<file path="src/rtl/multicycle_controller_if.sv">
// Control bundle between the multicycle controller and the shared datapath.
// The slave side is the controller: it receives the instruction fields, ALU
// flags and memory handshake, and drives every enable and mux select.
// The master side is the datapath (or a bench standing in for it).
interface multicycle_controller_if;
  // instruction fields, flags and memory handshake (datapath -> controller)
  logic [1:0] op;
  logic [5:0] funct;
  logic [3:0] rd;
  logic [3:0] cond;
  logic [3:0] alu_flags;
  logic       mem_ready;

  // enables and selects (controller -> datapath)
  logic       mem_req;
  logic       mem_w;
  logic       adr_src;
  logic       ir_write;
  logic       pc_write;
  logic       reg_w;
  logic [1:0] alu_src_a;
  logic [1:0] alu_src_b;
  logic [1:0] result_src;
  logic [1:0] imm_src;
  logic [1:0] reg_src;
  logic [2:0] alu_control;
  logic [3:0] state;

  modport master (
    output op, funct, rd, cond, alu_flags, mem_ready,
    input  mem_req, mem_w, adr_src, ir_write, pc_write, reg_w,
    input  alu_src_a, alu_src_b, result_src, imm_src, reg_src,
    input  alu_control, state
  );

  modport slave (
    input  op, funct, rd, cond, alu_flags, mem_ready,
    output mem_req, mem_w, adr_src, ir_write, pc_write, reg_w,
    output alu_src_a, alu_src_b, result_src, imm_src, reg_src,
    output alu_control, state
  );
endinterface

</file>
<file path="src/rtl/multicycle_controller.sv">
// Main control unit of the multicycle ARM-subset core. Sequences the shared
// memory port, ALU and register file through fetch/decode/execute, evaluates
// the condition field against an internal NZCV register and drives all
// datapath enables and selects.
//
// Optional build macro: MULTICYCLE_MEM_WAIT_EN
//   defined   -> FETCH, MEMRD and MEMWR wait for mem_ready
//   undefined -> every access completes in one cycle, mem_ready is ignored
//
// state  | meaning
// -------+-----------------------------------------------------------
// FETCH  | read instruction at PC, load IR, PC <= PC + 4
// DECODE | read register file, evaluate condition, PC + 8 on ALU
// MEMADR | compute load/store address Rn + imm
// MEMRD  | read data memory at ALU-out
// MEMWB  | write read-data register to Rd
// MEMWR  | write Rd to data memory at ALU-out
// EXECR  | ALU operation with register operand
// EXECI  | ALU operation with immediate operand
// ALUWB  | write ALU-out register to Rd
// BRANCH | PC <= PC + 8 + offset
module multicycle_controller (
  input  logic clk,
  input  logic reset,
  multicycle_controller_if.slave bus
);

  typedef enum logic [3:0] {
    S_FETCH  = 4'd0,
    S_DECODE = 4'd1,
    S_MEMADR = 4'd2,
    S_MEMRD  = 4'd3,
    S_MEMWB  = 4'd4,
    S_MEMWR  = 4'd5,
    S_EXECR  = 4'd6,
    S_EXECI  = 4'd7,
    S_ALUWB  = 4'd8,
    S_BRANCH = 4'd9
  } state_t;

  localparam logic [2:0] ALU_ADD = 3'b000;
  localparam logic [2:0] ALU_SUB = 3'b001;
  localparam logic [2:0] ALU_AND = 3'b010;
  localparam logic [2:0] ALU_ORR = 3'b011;
  localparam logic [2:0] ALU_EOR = 3'b111;

  localparam logic [3:0] CMD_AND = 4'b0000;
  localparam logic [3:0] CMD_EOR = 4'b0001;
  localparam logic [3:0] CMD_SUB = 4'b0010;
  localparam logic [3:0] CMD_ADD = 4'b0100;
  localparam logic [3:0] CMD_CMP = 4'b1010;
  localparam logic [3:0] CMD_ORR = 4'b1100;

  state_t     state_q, state_d;
  logic       cond_ex_q, cond_ex_d;
  logic [3:0] flags_q, flags_d;
  logic       mem_req_q, mem_req_d;
  logic       mem_w_q, mem_w_d;
  logic       adr_src_q, adr_src_d;

  logic       mem_rdy;
  logic [3:0] cmd;
  logic       cmd_ok;
  logic       cmd_cv;
  logic       cmd_cmp;
  logic [2:0] alu_dec;
  logic       cond_pass;
  logic       n_f, z_f, c_f, v_f;

  logic       ir_write_c;
  logic       pc_write_c;
  logic       reg_w_c;
  logic [1:0] alu_src_a_c;
  logic [1:0] alu_src_b_c;
  logic [1:0] result_src_c;
  logic [2:0] alu_control_c;

`ifdef MULTICYCLE_MEM_WAIT_EN
  assign mem_rdy = bus.mem_ready;
`else
  // every access completes at once; mem_ready has no effect in this build
  assign mem_rdy = 1'b1 | bus.mem_ready;
`endif

  assign cmd     = bus.funct[4:1];
  assign cmd_cmp = (cmd == CMD_CMP);
  assign {n_f, z_f, c_f, v_f} = flags_q;

  // decode the data-processing command into an ALU op; unknown commands run as a NOP add
  always_comb begin
    alu_dec = ALU_ADD;
    cmd_ok  = 1'b1;
    cmd_cv  = 1'b0;
    case (cmd)
      CMD_ADD: begin alu_dec = ALU_ADD; cmd_cv = 1'b1; end
      CMD_SUB: begin alu_dec = ALU_SUB; cmd_cv = 1'b1; end
      CMD_CMP: begin alu_dec = ALU_SUB; cmd_cv = 1'b1; end
      CMD_AND: alu_dec = ALU_AND;
      CMD_ORR: alu_dec = ALU_ORR;
      CMD_EOR: alu_dec = ALU_EOR;
      default: cmd_ok = 1'b0;
    endcase
  end

  // ARM condition field against the current NZCV register
  always_comb begin
    cond_pass = 1'b0;
    case (bus.cond)
      4'h0: cond_pass = z_f;
      4'h1: cond_pass = ~z_f;
      4'h2: cond_pass = c_f;
      4'h3: cond_pass = ~c_f;
      4'h4: cond_pass = n_f;
      4'h5: cond_pass = ~n_f;
      4'h6: cond_pass = v_f;
      4'h7: cond_pass = ~v_f;
      4'h8: cond_pass = c_f & ~z_f;
      4'h9: cond_pass = ~c_f | z_f;
      4'hA: cond_pass = (n_f == v_f);
      4'hB: cond_pass = (n_f != v_f);
      4'hC: cond_pass = ~z_f & (n_f == v_f);
      4'hD: cond_pass = z_f | (n_f != v_f);
      4'hE: cond_pass = 1'b1;
      default: cond_pass = 1'b0;
    endcase
  end

  // next state, condition latch, flag update and next-state decode of the memory strobes
  always_comb begin
    state_d   = state_q;
    cond_ex_d = cond_ex_q;
    flags_d   = flags_q;
    case (state_q)
      S_FETCH:  if (mem_rdy) state_d = S_DECODE;
      S_DECODE: begin
        cond_ex_d = cond_pass;
        case (bus.op)
          2'd0:    state_d = bus.funct[5] ? S_EXECI : S_EXECR;
          2'd1:    state_d = S_MEMADR;
          2'd2:    state_d = S_BRANCH;
          default: state_d = S_FETCH;
        endcase
      end
      S_MEMADR: state_d = bus.funct[0] ? S_MEMRD : S_MEMWR;
      S_MEMRD:  if (mem_rdy) state_d = S_MEMWB;
      S_MEMWB:  state_d = S_FETCH;
      S_MEMWR:  if (mem_rdy) state_d = S_FETCH;
      S_EXECR, S_EXECI: begin
        state_d = (cmd_ok && !cmd_cmp) ? S_ALUWB : S_FETCH;
        if (bus.funct[0] && cond_ex_q && cmd_ok) begin
          flags_d[3:2] = bus.alu_flags[3:2];
          if (cmd_cv) flags_d[1:0] = bus.alu_flags[1:0];
        end
      end
      S_ALUWB:  state_d = S_FETCH;
      S_BRANCH: state_d = S_FETCH;
      default:  state_d = S_FETCH;
    endcase

    // registered so they hold steady across a whole (possibly stretched) access
    mem_req_d = (state_d inside {S_FETCH, S_MEMRD, S_MEMWR});
    adr_src_d = (state_d inside {S_MEMRD, S_MEMWR});
    mem_w_d   = (state_d == S_MEMWR) && cond_ex_d;
  end

  // state, condition, flags and memory strobes; reset abandons any instruction in flight
  always_ff @(posedge clk or posedge reset) begin
    if (reset) begin
      state_q   <= S_FETCH;
      cond_ex_q <= 1'b0;
      flags_q   <= 4'b0000;
      mem_req_q <= 1'b1;
      mem_w_q   <= 1'b0;
      adr_src_q <= 1'b0;
    end else begin
      state_q   <= state_d;
      cond_ex_q <= cond_ex_d;
      flags_q   <= flags_d;
      mem_req_q <= mem_req_d;
      mem_w_q   <= mem_w_d;
      adr_src_q <= adr_src_d;
    end
  end

  // per-state enables and selects; architectural writes outside FETCH are gated by cond_ex_q
  always_comb begin
    ir_write_c    = 1'b0;
    pc_write_c    = 1'b0;
    reg_w_c       = 1'b0;
    alu_src_a_c   = 2'd0;
    alu_src_b_c   = 2'd0;
    result_src_c  = 2'd0;
    alu_control_c = ALU_ADD;
    case (state_q)
      S_FETCH: begin
        alu_src_a_c  = 2'd1;
        alu_src_b_c  = 2'd2;
        result_src_c = 2'd2;
        ir_write_c   = mem_rdy;
        pc_write_c   = mem_rdy;
      end
      S_DECODE: begin
        alu_src_a_c  = 2'd1;
        alu_src_b_c  = 2'd2;
        result_src_c = 2'd2;
      end
      S_MEMADR: alu_src_b_c = 2'd1;
      S_MEMWB: begin
        result_src_c = 2'd1;
        reg_w_c      = cond_ex_q;
        pc_write_c   = cond_ex_q && (bus.rd == 4'd15);
      end
      S_EXECR: alu_control_c = alu_dec;
      S_EXECI: begin
        alu_src_b_c   = 2'd1;
        alu_control_c = alu_dec;
      end
      S_ALUWB: begin
        reg_w_c    = cond_ex_q;
        pc_write_c = cond_ex_q && (bus.rd == 4'd15);
      end
      S_BRANCH: begin
        alu_src_b_c  = 2'd1;
        result_src_c = 2'd2;
        pc_write_c   = cond_ex_q;
      end
      default: ;
    endcase
  end

  // IR and PC must not load while reset holds the FSM in FETCH
  assign bus.ir_write    = ir_write_c & ~reset;
  assign bus.pc_write    = pc_write_c & ~reset;
  assign bus.reg_w       = reg_w_c;
  assign bus.mem_req     = mem_req_q;
  assign bus.mem_w       = mem_w_q;
  assign bus.adr_src     = adr_src_q;
  assign bus.alu_src_a   = alu_src_a_c;
  assign bus.alu_src_b   = alu_src_b_c;
  assign bus.result_src  = result_src_c;
  assign bus.alu_control = alu_control_c;
  assign bus.imm_src     = bus.op;
  assign bus.reg_src     = {(bus.op == 2'd1) & ~bus.funct[0], (bus.op == 2'd2)};
  assign bus.state       = state_q;

endmodule

</file>
<file path="src/flat_wrapper.sv">
// flat-port wrapper written by rule: the top's interface ports become plain ports
module multicycle_controller_flat 
  (clk, reset, bus_op, bus_funct, bus_rd, bus_cond, bus_alu_flags, bus_mem_ready, bus_mem_req, bus_mem_w, bus_adr_src, bus_ir_write, bus_pc_write, bus_reg_w, bus_alu_src_a, bus_alu_src_b, bus_result_src, bus_imm_src, bus_reg_src, bus_alu_control, bus_state);
  multicycle_controller_if bus_i ();
  input  logic clk;
  input  logic reset;
  input wire logic [$bits(bus_i.op)-1:0] bus_op;
  input wire logic [$bits(bus_i.funct)-1:0] bus_funct;
  input wire logic [$bits(bus_i.rd)-1:0] bus_rd;
  input wire logic [$bits(bus_i.cond)-1:0] bus_cond;
  input wire logic [$bits(bus_i.alu_flags)-1:0] bus_alu_flags;
  input wire logic [$bits(bus_i.mem_ready)-1:0] bus_mem_ready;
  output wire logic [$bits(bus_i.mem_req)-1:0] bus_mem_req;
  output wire logic [$bits(bus_i.mem_w)-1:0] bus_mem_w;
  output wire logic [$bits(bus_i.adr_src)-1:0] bus_adr_src;
  output wire logic [$bits(bus_i.ir_write)-1:0] bus_ir_write;
  output wire logic [$bits(bus_i.pc_write)-1:0] bus_pc_write;
  output wire logic [$bits(bus_i.reg_w)-1:0] bus_reg_w;
  output wire logic [$bits(bus_i.alu_src_a)-1:0] bus_alu_src_a;
  output wire logic [$bits(bus_i.alu_src_b)-1:0] bus_alu_src_b;
  output wire logic [$bits(bus_i.result_src)-1:0] bus_result_src;
  output wire logic [$bits(bus_i.imm_src)-1:0] bus_imm_src;
  output wire logic [$bits(bus_i.reg_src)-1:0] bus_reg_src;
  output wire logic [$bits(bus_i.alu_control)-1:0] bus_alu_control;
  output wire logic [$bits(bus_i.state)-1:0] bus_state;
  assign bus_i.op = bus_op;
  assign bus_i.funct = bus_funct;
  assign bus_i.rd = bus_rd;
  assign bus_i.cond = bus_cond;
  assign bus_i.alu_flags = bus_alu_flags;
  assign bus_i.mem_ready = bus_mem_ready;
  assign bus_mem_req = bus_i.mem_req;
  assign bus_mem_w = bus_i.mem_w;
  assign bus_adr_src = bus_i.adr_src;
  assign bus_ir_write = bus_i.ir_write;
  assign bus_pc_write = bus_i.pc_write;
  assign bus_reg_w = bus_i.reg_w;
  assign bus_alu_src_a = bus_i.alu_src_a;
  assign bus_alu_src_b = bus_i.alu_src_b;
  assign bus_result_src = bus_i.result_src;
  assign bus_imm_src = bus_i.imm_src;
  assign bus_reg_src = bus_i.reg_src;
  assign bus_alu_control = bus_i.alu_control;
  assign bus_state = bus_i.state;
  multicycle_controller u_core (.clk(clk), .reset(reset), .bus(bus_i));
endmodule
</file>
<file path="config.mk">
export PLATFORM = sky130hd
export DESIGN_NAME = multicycle_controller_flat
export DESIGN_NICKNAME = d
export VERILOG_FILES = /design/src/rtl/multicycle_controller_if.sv /design/src/rtl/multicycle_controller.sv /design/src/flat_wrapper.sv
export SDC_FILE = /design/constraint.sdc
export NUM_CORES = 1
export LEC_CHECK = 0
export CORE_MARGIN = 1.5
export CORE_UTILIZATION = 37
export DETAILED_ROUTE_END_ITERATION = 8
export PLACE_DENSITY = 0.87
export SLEW_MARGIN = 25
export SYNTH_ARGS = -nofsm -noshare
export SYNTH_HDL_FRONTEND = slang
export SYNTH_SLANG_ARGS = --single-unit
export TNS_END_PERCENT = 100
</file>
<file path="constraint.sdc">
create_clock -name clk -period 1.6 [get_ports clk]
set_clock_uncertainty 0.1 [all_clocks]
set_input_delay 0.16 -clock clk [delete_from_list [all_inputs] [get_ports clk]]
set_output_delay 0.16 -clock clk [all_outputs]
set_load 0.05 [all_outputs]
</file>
==> results of run 1 <==
through the flow:
stage                     instance area [sq um]  hold slack (ns)  utilization  TNS (ns)
after floorplan                            1090          -0.0763            -     -3.03
after global placement                     1940            0.424        0.778    -0.755
after detailed placement                   1940            0.457        0.778     -1.58
after CTS                                  2090            0.299        0.837     -1.56
after global routing                       2140            0.342        0.858     -2.78
final                                      2140            0.307        0.858     -2.21
repair_timing:
item / 4_1_cts / 5_1_grt
buffers inserted: 6 / 4
setup endpoints to repair: 14 / 16
pin swaps: 6 / 3
gates resized for setup: 20 / 8
power by group:
| part | switching (W) | internal, W |
|---|---|---|
| registers | 0.000176 | 0.000426 |
| logic | 0.00153 | 0.00137 |
| clock network | 0.000118 | 0.000139 |
layout by cell type, fill, tap and decap left out, drive strengths merged, types with 3 or more instances in the layout:
cell and count:
a211oi 3, a21oi 8, buf 65, clkbuf 4, clkdlybuf4s50 20, dfrtp 11, inv 7, mux2 3
mux2i 4, nand2 7, nand2b 3, nand3 5, nor2 10, nor2b 4, nor3 8, nor3b 3
o21ai 7
cell type report:
class                           instances  area [sq um]
Inverter                                7          26.3
Fill cell                             128           355
Multi-Input combinational cell         92           763
Clock buffer                            4          36.3
Tap cell                               30          37.5
Timing Repair Buffer                   86           975
Sequential cell                        12           307
routing by layer:
layer | vias to the layer above | wire length (microns) | global-route usage
met1 | 620 | 1520 | 0.297
met2 | 84 | 2380 | 0.552
met5 | - | 0 | 0
li1 | 592 | - | -
met3 | 25 | 306 | 0.0328
met4 | 0 | 261 | 0.158
worst min-delay path by stage:
stage | endpoint | slack (ns) | depth (start not counted)
2_1_floorplan | u_core.bus.adr_src$_DFF_PP0_ | -0.08 | 1
3_3_place_gp | u_core.flags_q[1]$_DFFE_PP0P_ | 0.42 | 1
3_5_place_dp | u_core.bus.state[3]$_DFF_PP0_ | 0.46 | 2
4_1_cts | u_core.bus.adr_src$_DFF_PP0_ | 0.30 | 3
5_1_grt | u_core.bus.adr_src$_DFF_PP0_ | 0.34 | 3
6_report | u_core.bus.adr_src$_DFF_PP0_ | 0.31 | 3
kinds of logic after synthesis:
kind of cell,Yosys count,synth area share
other,1,0.00378
AOI/OAI and AO/OA,32,0.208
xor gates and xnor gates,3,0.0265
muxes,7,0.0744
and+or+nand+nor,49,0.288
DFF,12,0.304
buffers and inverters,17,0.0958
worst register-to-register path, cell delays in order (launching register included):
cell      delay [ns]
dfrtp_2         0.43
nand2b_4        0.16
or2_4           0.26
nor4_4          0.33
mux2_4          0.34
registers in the layout, indices dropped and copies added, names as in the netlist:
signal              cells
u_core.bus.adr_src      1
u_core.bus.mem_w        1
u_core.flags_q          4
u_core.bus.state        4
u_core.bus.mem_req      1
u_core.cond_ex_q        1
Yosys cell counts, drive strengths merged (2+ instances only):
master,instances,area [sq um]
a31oi,2,12.5
dfrtp,11,275
nand2b,3,26.3
mux2,3,33.8
nor3b,3,22.5
nor2,10,37.5
o211ai,2,15.0
xor2,2,17.5
nor4,2,27.5
nand2,7,26.3
inv,7,26.3
a211oi,3,22.5
a21oi,8,40.0
mux2i,4,40.0
clkbuf,3,13.8
o21a,2,15.0
nor3,8,40.0
or2,2,15.0
o21ai,7,35.0
buf,7,55.1
nor2b,4,25.0
nand3,5,25.0
==> run metrics, run 1 <==
status finished with violations; violated checks setup timing; fraction of registers with async set or reset after synthesis 1.00; placed cells about 220; Yosys warning total 0; CTS tree yes; H-tree depth 1; Max Clock Freq about 0.54 GHz; #FFs+latches synth 12; Mapped Area a little under 1000 sq um; Worst Path Required 1.34 ns; Final ANT Viol Nets 0; Post-DP HPWL 2.72 mm; clock transition at the registers of the reported paths 0.09 ns; minimum clock period 1.85 ns; Max stage delay cell, worst path dfrtp_2; Std-Cell Rows 18; largest net degree at the start of global routing 13; drt drc 0; # clock sinks 12; io pins 46; Starting Density 0.397; router iterations before antenna repair 4; unrepaired setup endpoints after global routing true; R2R cell count 4; RR Endpoint u_core.flags_q[1]$_DFFE_PP0P_; Die X 54.8 microns; wire length per cell 19.3 microns; vias post-DR 1321; Slew Limit Fails 0; Worst IR Drop VDD ~2200 uV; Max FO, Critical Path 3; total power 0.00376 W; R2R setup slack -0.12 ns; Seq/Total Area, Yosys 0.304; final critical-path share of the clock period 1.16; routability cong. 0.870; area growth from synthesis to layout 116%; Buf/Inv on CP 3; Worst Setup SP u_core.bus.state[3]$_DFF_PP0_; ant diodes 0; synthesized area per cell 8.20 sq um; DIE HEIGHT 54.8 microns; vias in the first global route 1281; end of the critical path bus_ir_write; critical path's top delay family buffers and inverters; dpl ws -0.214 ns; CP max stage delay 0.43 ns; core box area 2500 sq um; first-pass GRT wire length 5.95 mm; Pleak 0.926 nW; Final nets 225; Total Routed Length 4.47 mm; Clock Latency Late Sink 0.29 ns; Hold Path Class in2async; routed vias/inst roughly 5.7; Setup crit start kind register; final hold vios 0; maxcap violations 0; Pwr per Cell Area roughly 1800 nW/um^2; Yosys cell types 46; total global-route track usage 0.288; Layout Cells excl Fill 231; CTS Buf Count 3; Iteration-0 DRC Markers 50; antenna violations before repair 0; I/O Buffers 43; gr ovfl total 0; kind of end point of the critical path output port; Hold-fix buffers, CTS 0; CTS max path bufs 2; Root Driver clkbuf_4; ys flop type dfrtp_1; share of post-route cells with drive strength above 1 0.512; Setup CP Type reg2out; final worst setup slack -0.251 ns; die area around 3000 sq um; FF-to-FF Start u_core.bus.state[3]$_DFF_PP0_; Levels on crit path 5; Post-Syn Nets 144; crit-path cells buf_6 -> or2_4 -> nor4_4 -> buf_4 -> buf_12; Synth Instances 121; EDFF count, synth 0; Setup Viol. Count Final 15; CP arrival 1.59 ns
(Power assumes the default switching activity.)
==> run 2, diff against run 1 <==
--- a/config.mk
+++ b/config.mk
@@ -5,6 +5,7 @@
 export SDC_FILE = /design/constraint.sdc
 export NUM_CORES = 1
 export LEC_CHECK = 0
+export ABC_CLOCK_PERIOD_IN_PS = 1600
 export CORE_MARGIN = 1.5
 export CORE_UTILIZATION = 37
 export DETAILED_ROUTE_END_ITERATION = 8
==> results of run 2 <==
Final layout, timing and power as in run 1 (identical DEF).
